**src/rtl/injection_vc_buffer.sv**
```systemverilog
// injection_vc_buffer: per-VC injection FIFOs behind one VC-plane-multiplexed port pair.
// Optional wormhole framing check is compiled in with `define INJECTION_FRAMING_CHECK_EN.

module injection_vc_lane #(
  parameter int DATA_WIDTH      = 32,
  parameter int DEPTH           = 8,
  parameter int IDENTIFIER_BITS = 2
) (
  input  logic                     clk,
  input  logic                     rst,
  input  logic                     push,
  input  logic                     pop,
  input  logic [DATA_WIDTH-1:0]    data_in,
  output logic                     full,
  output logic                     empty,
  output logic [DATA_WIDTH-1:0]    head,
  output logic [$clog2(DEPTH):0]   occ,
  output logic                     err
);
  localparam int AW = $clog2(DEPTH);

  if (DEPTH < 2 || (DEPTH & (DEPTH - 1)) != 0 ||
      IDENTIFIER_BITS < 1 || IDENTIFIER_BITS > DATA_WIDTH) begin : g_bad_cfg
    $error("injection_vc_lane: bad DEPTH/IDENTIFIER_BITS");
  end

  logic [AW:0]                        wr_ptr_q, wr_ptr_d, rd_ptr_q, rd_ptr_d;
  logic [DEPTH-1:0][DATA_WIDTH-1:0]   mem_q, mem_d;
  logic                               wr_en;

  assign full  = (wr_ptr_q[AW-1:0] == rd_ptr_q[AW-1:0]) && (wr_ptr_q[AW] != rd_ptr_q[AW]);
  assign empty = (wr_ptr_q == rd_ptr_q);
  assign head  = mem_q[rd_ptr_q[AW-1:0]];
  assign occ   = wr_ptr_q - rd_ptr_q;

`ifdef INJECTION_FRAMING_CHECK_EN
  localparam logic [0:0] IDLE   = 1'b0;
  localparam logic [0:0] IN_PKT = 1'b1;
  localparam logic [IDENTIFIER_BITS-1:0] T_HEAD = IDENTIFIER_BITS'(1);
  localparam logic [IDENTIFIER_BITS-1:0] T_BODY = IDENTIFIER_BITS'(2);
  localparam logic [IDENTIFIER_BITS-1:0] T_TAIL = IDENTIFIER_BITS'(3);

  logic [0:0]                 state_q, state_d;
  logic                       err_q, err_d, legal;
  logic [IDENTIFIER_BITS-1:0] ftype;

  assign ftype = data_in[DATA_WIDTH-1 -: IDENTIFIER_BITS];

  // Illegal flits are still handshaken so the node never stalls on them; they just vanish.
  always_comb begin
    state_d = state_q;
    err_d   = err_q;
    legal   = (state_q == IDLE) ? (ftype == T_HEAD) : (ftype == T_BODY || ftype == T_TAIL);
    if (push) begin
      if (legal) begin
        if (ftype == T_HEAD)      state_d = IN_PKT;
        else if (ftype == T_TAIL) state_d = IDLE;
      end else begin
        err_d = 1'b1;
      end
    end
  end

  always_ff @(posedge clk or posedge rst) begin
    if (rst) begin
      state_q <= IDLE;
      err_q   <= 1'b0;
    end else begin
      state_q <= state_d;
      err_q   <= err_d;
    end
  end

  assign wr_en = push && legal;
  assign err   = err_q;
`else
  assign wr_en = push;
  assign err   = 1'b0;
`endif

  always_comb begin
    mem_d    = mem_q;
    wr_ptr_d = wr_ptr_q;
    rd_ptr_d = rd_ptr_q;
    if (wr_en) begin
      mem_d[wr_ptr_q[AW-1:0]] = data_in;
      wr_ptr_d                = wr_ptr_q + 1'b1;
    end
    if (pop) rd_ptr_d = rd_ptr_q + 1'b1;
  end

  always_ff @(posedge clk or posedge rst) begin
    if (rst) begin
      mem_q    <= '0;
      wr_ptr_q <= '0;
      rd_ptr_q <= '0;
    end else begin
      mem_q    <= mem_d;
      wr_ptr_q <= wr_ptr_d;
      rd_ptr_q <= rd_ptr_d;
    end
  end
endmodule

module injection_vc_buffer #(
  parameter int DATA_WIDTH      = 32,
  parameter int VC              = 4,
  parameter int DEPTH           = 8,
  parameter int IDENTIFIER_BITS = 2
) (
  input  logic                               clk,
  input  logic                               rst,
  input  logic [$clog2(VC)-1:0]              vc_sel,
  input  logic [DATA_WIDTH-1:0]              data_in,
  input  logic                               valid_in,
  output logic                               ready_in,
  output logic [DATA_WIDTH-1:0]              data_out,
  output logic                               valid_out,
  input  logic                               ready_out,
  output logic [VC*($clog2(DEPTH)+1)-1:0]    occupancy,
  output logic [VC-1:0]                      framing_error
);
  localparam int AW = $clog2(DEPTH);
  localparam int SW = $clog2(VC);

  if (VC < 2) begin : g_bad_vc
    $error("injection_vc_buffer: VC must be >= 2");
  end

  logic [VC-1:0]                  sel_v, push_v, pop_v, full_v, empty_v;
  logic [VC-1:0][DATA_WIDTH-1:0]  head_v;
  logic [VC-1:0][AW:0]            occ_v;

  always_comb begin
    sel_v = '0;
    for (int i = 0; i < VC; i++) sel_v[i] = (vc_sel == SW'(i));
  end

  // Only the selected lane can move; ready_in never looks at valid_in.
  assign push_v = sel_v & {VC{valid_in}}  & ~full_v;
  assign pop_v  = sel_v & {VC{ready_out}} & ~empty_v;

  injection_vc_lane #(
    .DATA_WIDTH     (DATA_WIDTH),
    .DEPTH          (DEPTH),
    .IDENTIFIER_BITS(IDENTIFIER_BITS)
  ) u_lane [VC-1:0] (
    .clk    (clk),
    .rst    (rst),
    .push   (push_v),
    .pop    (pop_v),
    .data_in(data_in),
    .full   (full_v),
    .empty  (empty_v),
    .head   (head_v),
    .occ    (occ_v),
    .err    (framing_error)
  );

  assign ready_in  = !full_v[vc_sel];
  assign valid_out = !empty_v[vc_sel];
  assign data_out  = head_v[vc_sel];
  assign occupancy = occ_v;
endmodule

```
**config.mk**
```make
export PLATFORM = sky130hd
export DESIGN_NAME = injection_vc_buffer
export DESIGN_NICKNAME = d
export VERILOG_FILES = /design/src/rtl/injection_vc_buffer.sv
export SDC_FILE = /design/constraint.sdc
export NUM_CORES = 2
export LEC_CHECK = 0
export ABC_CLOCK_PERIOD_IN_PS = 34100
export CAP_MARGIN = 20
export CORE_MARGIN = 2
export CORE_UTILIZATION = 57
export DETAILED_ROUTE_END_ITERATION = 8
export GPL_TIMING_DRIVEN = 0
export HOLD_SLACK_MARGIN = 0.12
export PLACE_DENSITY_LB_ADDON = 0.25
export SLEW_MARGIN = 25
export SYNTH_ARGS = -nofsm -noshare
export SYNTH_HDL_FRONTEND = slang
export SYNTH_SLANG_ARGS = --single-unit
```
**constraint.sdc**
```tcl
create_clock -name clk -period 34.1 [get_ports clk]
set_clock_uncertainty 0.1 [all_clocks]
set_input_delay 6.82 -clock clk [delete_from_list [all_inputs] [get_ports clk]]
set_output_delay 6.82 -clock clk [all_outputs]
set_load 0.01 [all_outputs]
```
# Word-level counts from Yosys, hierarchy flattened
# Index checks and enable logic that the tools add are counted.
[totals] ff_bits=1056 in_bits=38 out_inout_bits=54
[classes] add_sub_neg=12 n_lt_le_gt_ge=13 eq_ne=15 muxes=26 n_bitwise=6 n_reduce_logical=11
[ops] operator="bitwise mux 256 bit" n=4
[ops] operator="binary-select mux 32 bit (select 3 bit)" n=4
[ops] operator="demux 32 bit (select 3 bit)" n=4
[ops] operator="2-to-1 mux 32 bit" n=9
[ops] operator="binary-select mux 32 bit (select 2 bit)" n=1
[ops] operator="adder 4 x 1 -> 4 bit, second input constant" n=8
[ops] operator="less-than comparator 3 x 4 -> 1 bit, second input constant" n=8
[ops] operator="AND 4 bit" n=4
[ops] operator="== test 4 bit" n=4
[ops] operator="subtractor 4 bit" n=4
[ops] operator="== test 3 bit" n=4
[ops] operator=">= comparator 3 x 1 -> 1 bit, second input constant" n=4
[ops] operator="logical AND 1 bit" n=8
[ops] operator="NOT 4 bit" n=2
[ops] operator="binary-select mux 1 bit (select 2 bit)" n=2
[ops] operator="== test 2 bit, second input constant" n=2
[ops] operator="inequality test 1 bit" n=4
[ops] operator="less-than comparator 2 x 3 -> 1 bit, second input constant" n=1
[ops] operator="== test 2 x 1 -> 1 bit, second input constant" n=1
[ops] operator="logical NOT 1 bit" n=2
[ops] operator="logical NOT 2 bit" n=1
[ops] operator="2-to-1 mux 1 bit" n=2

# Depth between registers and ports, before layout
[logic_depth] word_depth=5 mapped_depth=11

# Hierarchy
# A second synthesis with hierarchy kept.
[unflattened] hier_cells=3159 area_unflattened_um2=48865.6
[modules_own_cells] mod="injection_vc_lane (u_lane[0] ...)" n_inst=3 cells_per_inst=776 area_each_um2=12012.8
[modules_own_cells] mod="injection_vc_lane (u_lane[3])" n_inst=1 cells_per_inst=776 area_each_um2=11847.6
[modules_own_cells] mod="injection_vc_buffer" n_inst=1 cells_per_inst=55 area_each_um2=979.7

# Least setup slack after synthesis
# OpenSTA, ideal clock, no wires.
[synth_timing] path_type="input port to output port" startpoint="in vc_sel[0]" endpoint="out data_out[11]" t_arrival_ns=8.254 slack_ns=18.926 stages=7 n_path_buf=3 path_cell_list="clkbuf_1 -> or4b_2 -> clkbuf_1 -> buf_2 -> o22ai_1 -> nor4_1 -> nand2_1"
[synth_via] elab_chain_cells=2
[synth_lines] element="from (decl)" line="113" text="input logic [$clog2(VC)-1:0] vc_sel,"
[synth_lines] element="binary-select mux 32 bit (select 2 bit)" line="162" text="assign data_out = head_v[vc_sel];"
[synth_lines] element="2-to-1 mux 32 bit (not written as such)" line="162"
[synth_lines] element="to (decl)" line="117" text="output logic [DATA_WIDTH-1:0] data_out,"
# No other way between the ends. The select of a mux whose other input is x is not followed.

# Final worst setup path
[layout_timing] startpoint="in vc_sel[0]" endpoint="out data_out[17]"
# The elaborated chain is that of the path after synthesis.

==> impl_results.md <==
- CTS hold repair buffers: 0
- Largest net degree at the start of global routing: 33
- WS Path Type: in -> out
- Router iterations before antenna repair: 9
- Site Rows: 107
- Final core utilization: 65.8%
- Clock tree sinks: between 1000 and 1500
- Relative slew slack: 19.1%
- # IOs: 92
- Core area: 84700 µm²
- Clk Latency, worst-skew pair: 700 ps
- Final GP Congestion: 0.964
- Least-Margin Pin Slew: between 1000 and 1500 ps
- CTS tree: yes
- VDD IR max: 0.0644 mV
- Leading cell types in the layout, fill and taps excluded: dfrtp_1 (1056), mux2_2 (899), mux2i_1 (512)
- Clock slew at reported path FFs: approximately 60 ps
- Most common flop cell mapped by yosys: dfrtp_1
- Gr usage total: 38.8%
- Crit start category: primary input
- FFs w/ async S/R, synth: between 90% and 100%
- Post-synth EDFFs: 0
- Register bit total from synthesis: ~1100
- Status: finished, violations left
- Final setup fails: 0
- # placed instances: ~4800
- Fill count: 6227
- Synth cell types: 48
- Syn avg cell area: between 10 and 15 µm²
- Final Non-Filler Cells: around 5000
- Vias in the first global route: 32993
- Layout area overhead: 14.8%
- Starting Density: 57.3%
- Worst endpoint required time: 27180 ps
- Layout Nets: 3813
- DR iter-0 viols: 3585
- Die width: 296 µm
- Crit path time final: 17760 ps
- DRC Markers: 2
- Post-Synthesis Cell Area: approximately 49000 µm²
- Max Cap Violations: 0
- Root Buffer: clkbuf_16
- Hold_ws: 386 ps
- DR WL/cell: between 30 and 40 µm
- FF/Latch Area: 26400 µm²
- Max Fclk: between 0.05 and 0.06 GHz
- Cts bufs inserted: 108
- H-tree lvl count: 3
- Crit path DAT: 10840 ps
- Fin crit share: 52.1%
- PostCTS Resize Cnt: 0
- Count of buffers from port buffering: 87
- Detailed Route WL: between 150000 and 200000 µm
- PD cells: 95.3 nW/µm²
- Final Hold Viols: 0
- Worst min-delay path class: reg -> reg
- Vias: 32969
- Share of cells above drive strength 1: 36.4%
- Clk buf depth: 3
- CP Capture Type: output port
- DIE HEIGHT: 296 µm
- Die area: about 88000 µm²
- Gr ovfl total: 0
- Sequential share of the synthesized area: 54.4%
- First-pass GRT wire length: 238000 µm
- Unrepaired setup endpoints after global routing: false
- Routed Antenna Nets: 0
- Worst Path Max Fanout: 10
- Setup tns final: 0 ps
- Initial antenna violation count: 5
- Setup bufs post-CTS: 0
- Dpl hpwl: about 110000 µm
- Commonest non-fill, non-tap cell in the layout: dfrtp_1
- Max-slew violation count: 0
- Failing checks: design-rule violations
- Mapped Cells: 3498
- Leak: about 26 nW
- Number of vias per cell: 6.62
- Multi-input logic area: 20600 µm²
- Ys Warns: 0
[area by class of cell]
| cell class | count | share of cell area, % |
|---|---|---|
| Antenna cell | 2 | 0.00898 |
| Sequential cell | 1056 | 47.4 |
| Buffer | 331 | 2.80 |
| Multi-Input combinational cell | 2082 | 36.9 |
| Clock inverter | 35 | 0.711 |
| Tap cell | 1144 | 2.57 |
| Inverter | 32 | 0.222 |
| Timing Repair Buffer | 140 | 3.66 |
| Clock buffer | 161 | 5.71 |
[sequential cells by signal, indices dropped and copies added, names as in the netlist]
name	count
u_lane.mem_q	1024
u_lane.rd_ptr_q	16
u_lane.wr_ptr_q	16
[Yosys cell counts, drive strengths merged, types with 2 or more instances]
cell / number / share of area [%]
o21ai: 9 / 0.093
mux2: 1027 / 24
nand4: 11 / 0.14
or4: 2 / 0.031
clkbuf: 205 / 1.6
o22ai: 256 / 3.3
o2111a: 2 / 0.046
a21oi: 6 / 0.062
dfrtp: 1056 / 54
xnor2: 26 / 0.48
or3: 2 / 0.026
a21o: 4 / 0.062
xor2: 13 / 0.23
and4: 8 / 0.14
nor2: 10 / 0.077
inv: 31 / 0.24
nand4bb: 6 / 0.14
ha: 20 / 0.52
or4b: 4 / 0.082
buf: 126 / 1.4
o2111ai: 3 / 0.067
nor4: 65 / 0.85
nand2: 49 / 0.38
mux2i: 512 / 11
nand3: 15 / 0.15
nand4b: 4 / 0.072
and3: 5 / 0.064
fa: 4 / 0.16
nor3: 6 / 0.12
o211ai: 2 / 0.031
[per-layer routing]
metal	vias up	global-route usage [%]	share of wire (%)
li1	13299	-	-
met1	17141	50.8	39
met2	1915	55.7	42
met3	604	12.9	12
met4	10	23.9	7.4
met5	-	0	0.040
[critical path, cell delays in order]
cell             delay, ps
clkdlybuf4s50_1        660
clkbuf_1               330
buf_2                  300
nand4_1                760
clkbuf_2               690
o22ai_1                390
nor4_1                 100
nand2_1                190
clkdlybuf4s50_1        580
[worst paths after layout]
| kind | from | end | slack, ps | cells after the start |
|---|---|---|---|---|
| worst max-delay path | vc_sel[0] | data_out[17] | 16340 | 9 |
| worst min-delay path | u_lane[3].mem_q[211] | u_lane[3].mem_q[211] | 390 | 1 |
| worst max register to register | u_lane[1].rd_ptr_q[1] | u_lane[1].mem_q[234] | 29320 | 10 |
| worst min register to register | u_lane[3].mem_q[211] | u_lane[3].mem_q[211] | 390 | 1 |
| max in group asynchronous | rst | u_lane[1].mem_q[173] | 25290 | 10 |
| min in group asynchronous | rst | u_lane[3].rd_ptr_q[2] | 6480 | 2 |
[power by group]
| group | switching [mW] | leakage [nW] | internal (mW) |
|---|---|---|---|
| clock | 0.513 | 1.76 | 0.697 |
| sequential | 0.314 | 13.6 | 1.80 |
| combinational | 1.01 | 10.9 | 0.981 |
| total | 1.83 | 26.2 | 3.48 |
[per-stage QoR]
step | worst slack (ps) | total power, mW | cell area (µm²)
floorplan | 12620 | 3.31 | 48600
global placement | 6190 | 3.96 | 50900
detailed placement | 16550 | 4.05 | 52200
CTS | 16530 | 5.26 | 55700
global route | 16310 | 5.50 | 55700
finish | 16340 | 5.32 | 55800
[kinds of logic after synthesis]
kind of cell | count (synthesis) | share of synthesized area, %
and+or+nand+nor | 191 | 2.35
AOI/OAI and AO/OA | 285 | 3.75
buffers and inverters | 363 | 3.26
DFF | 1056 | 54.4
xor gates and xnor gates | 39 | 0.719
adders and majority gates | 24 | 0.680
muxes | 1539 | 34.8
other | 1 | 0.00772
Note: power is estimated with default switching activity, not from simulation.
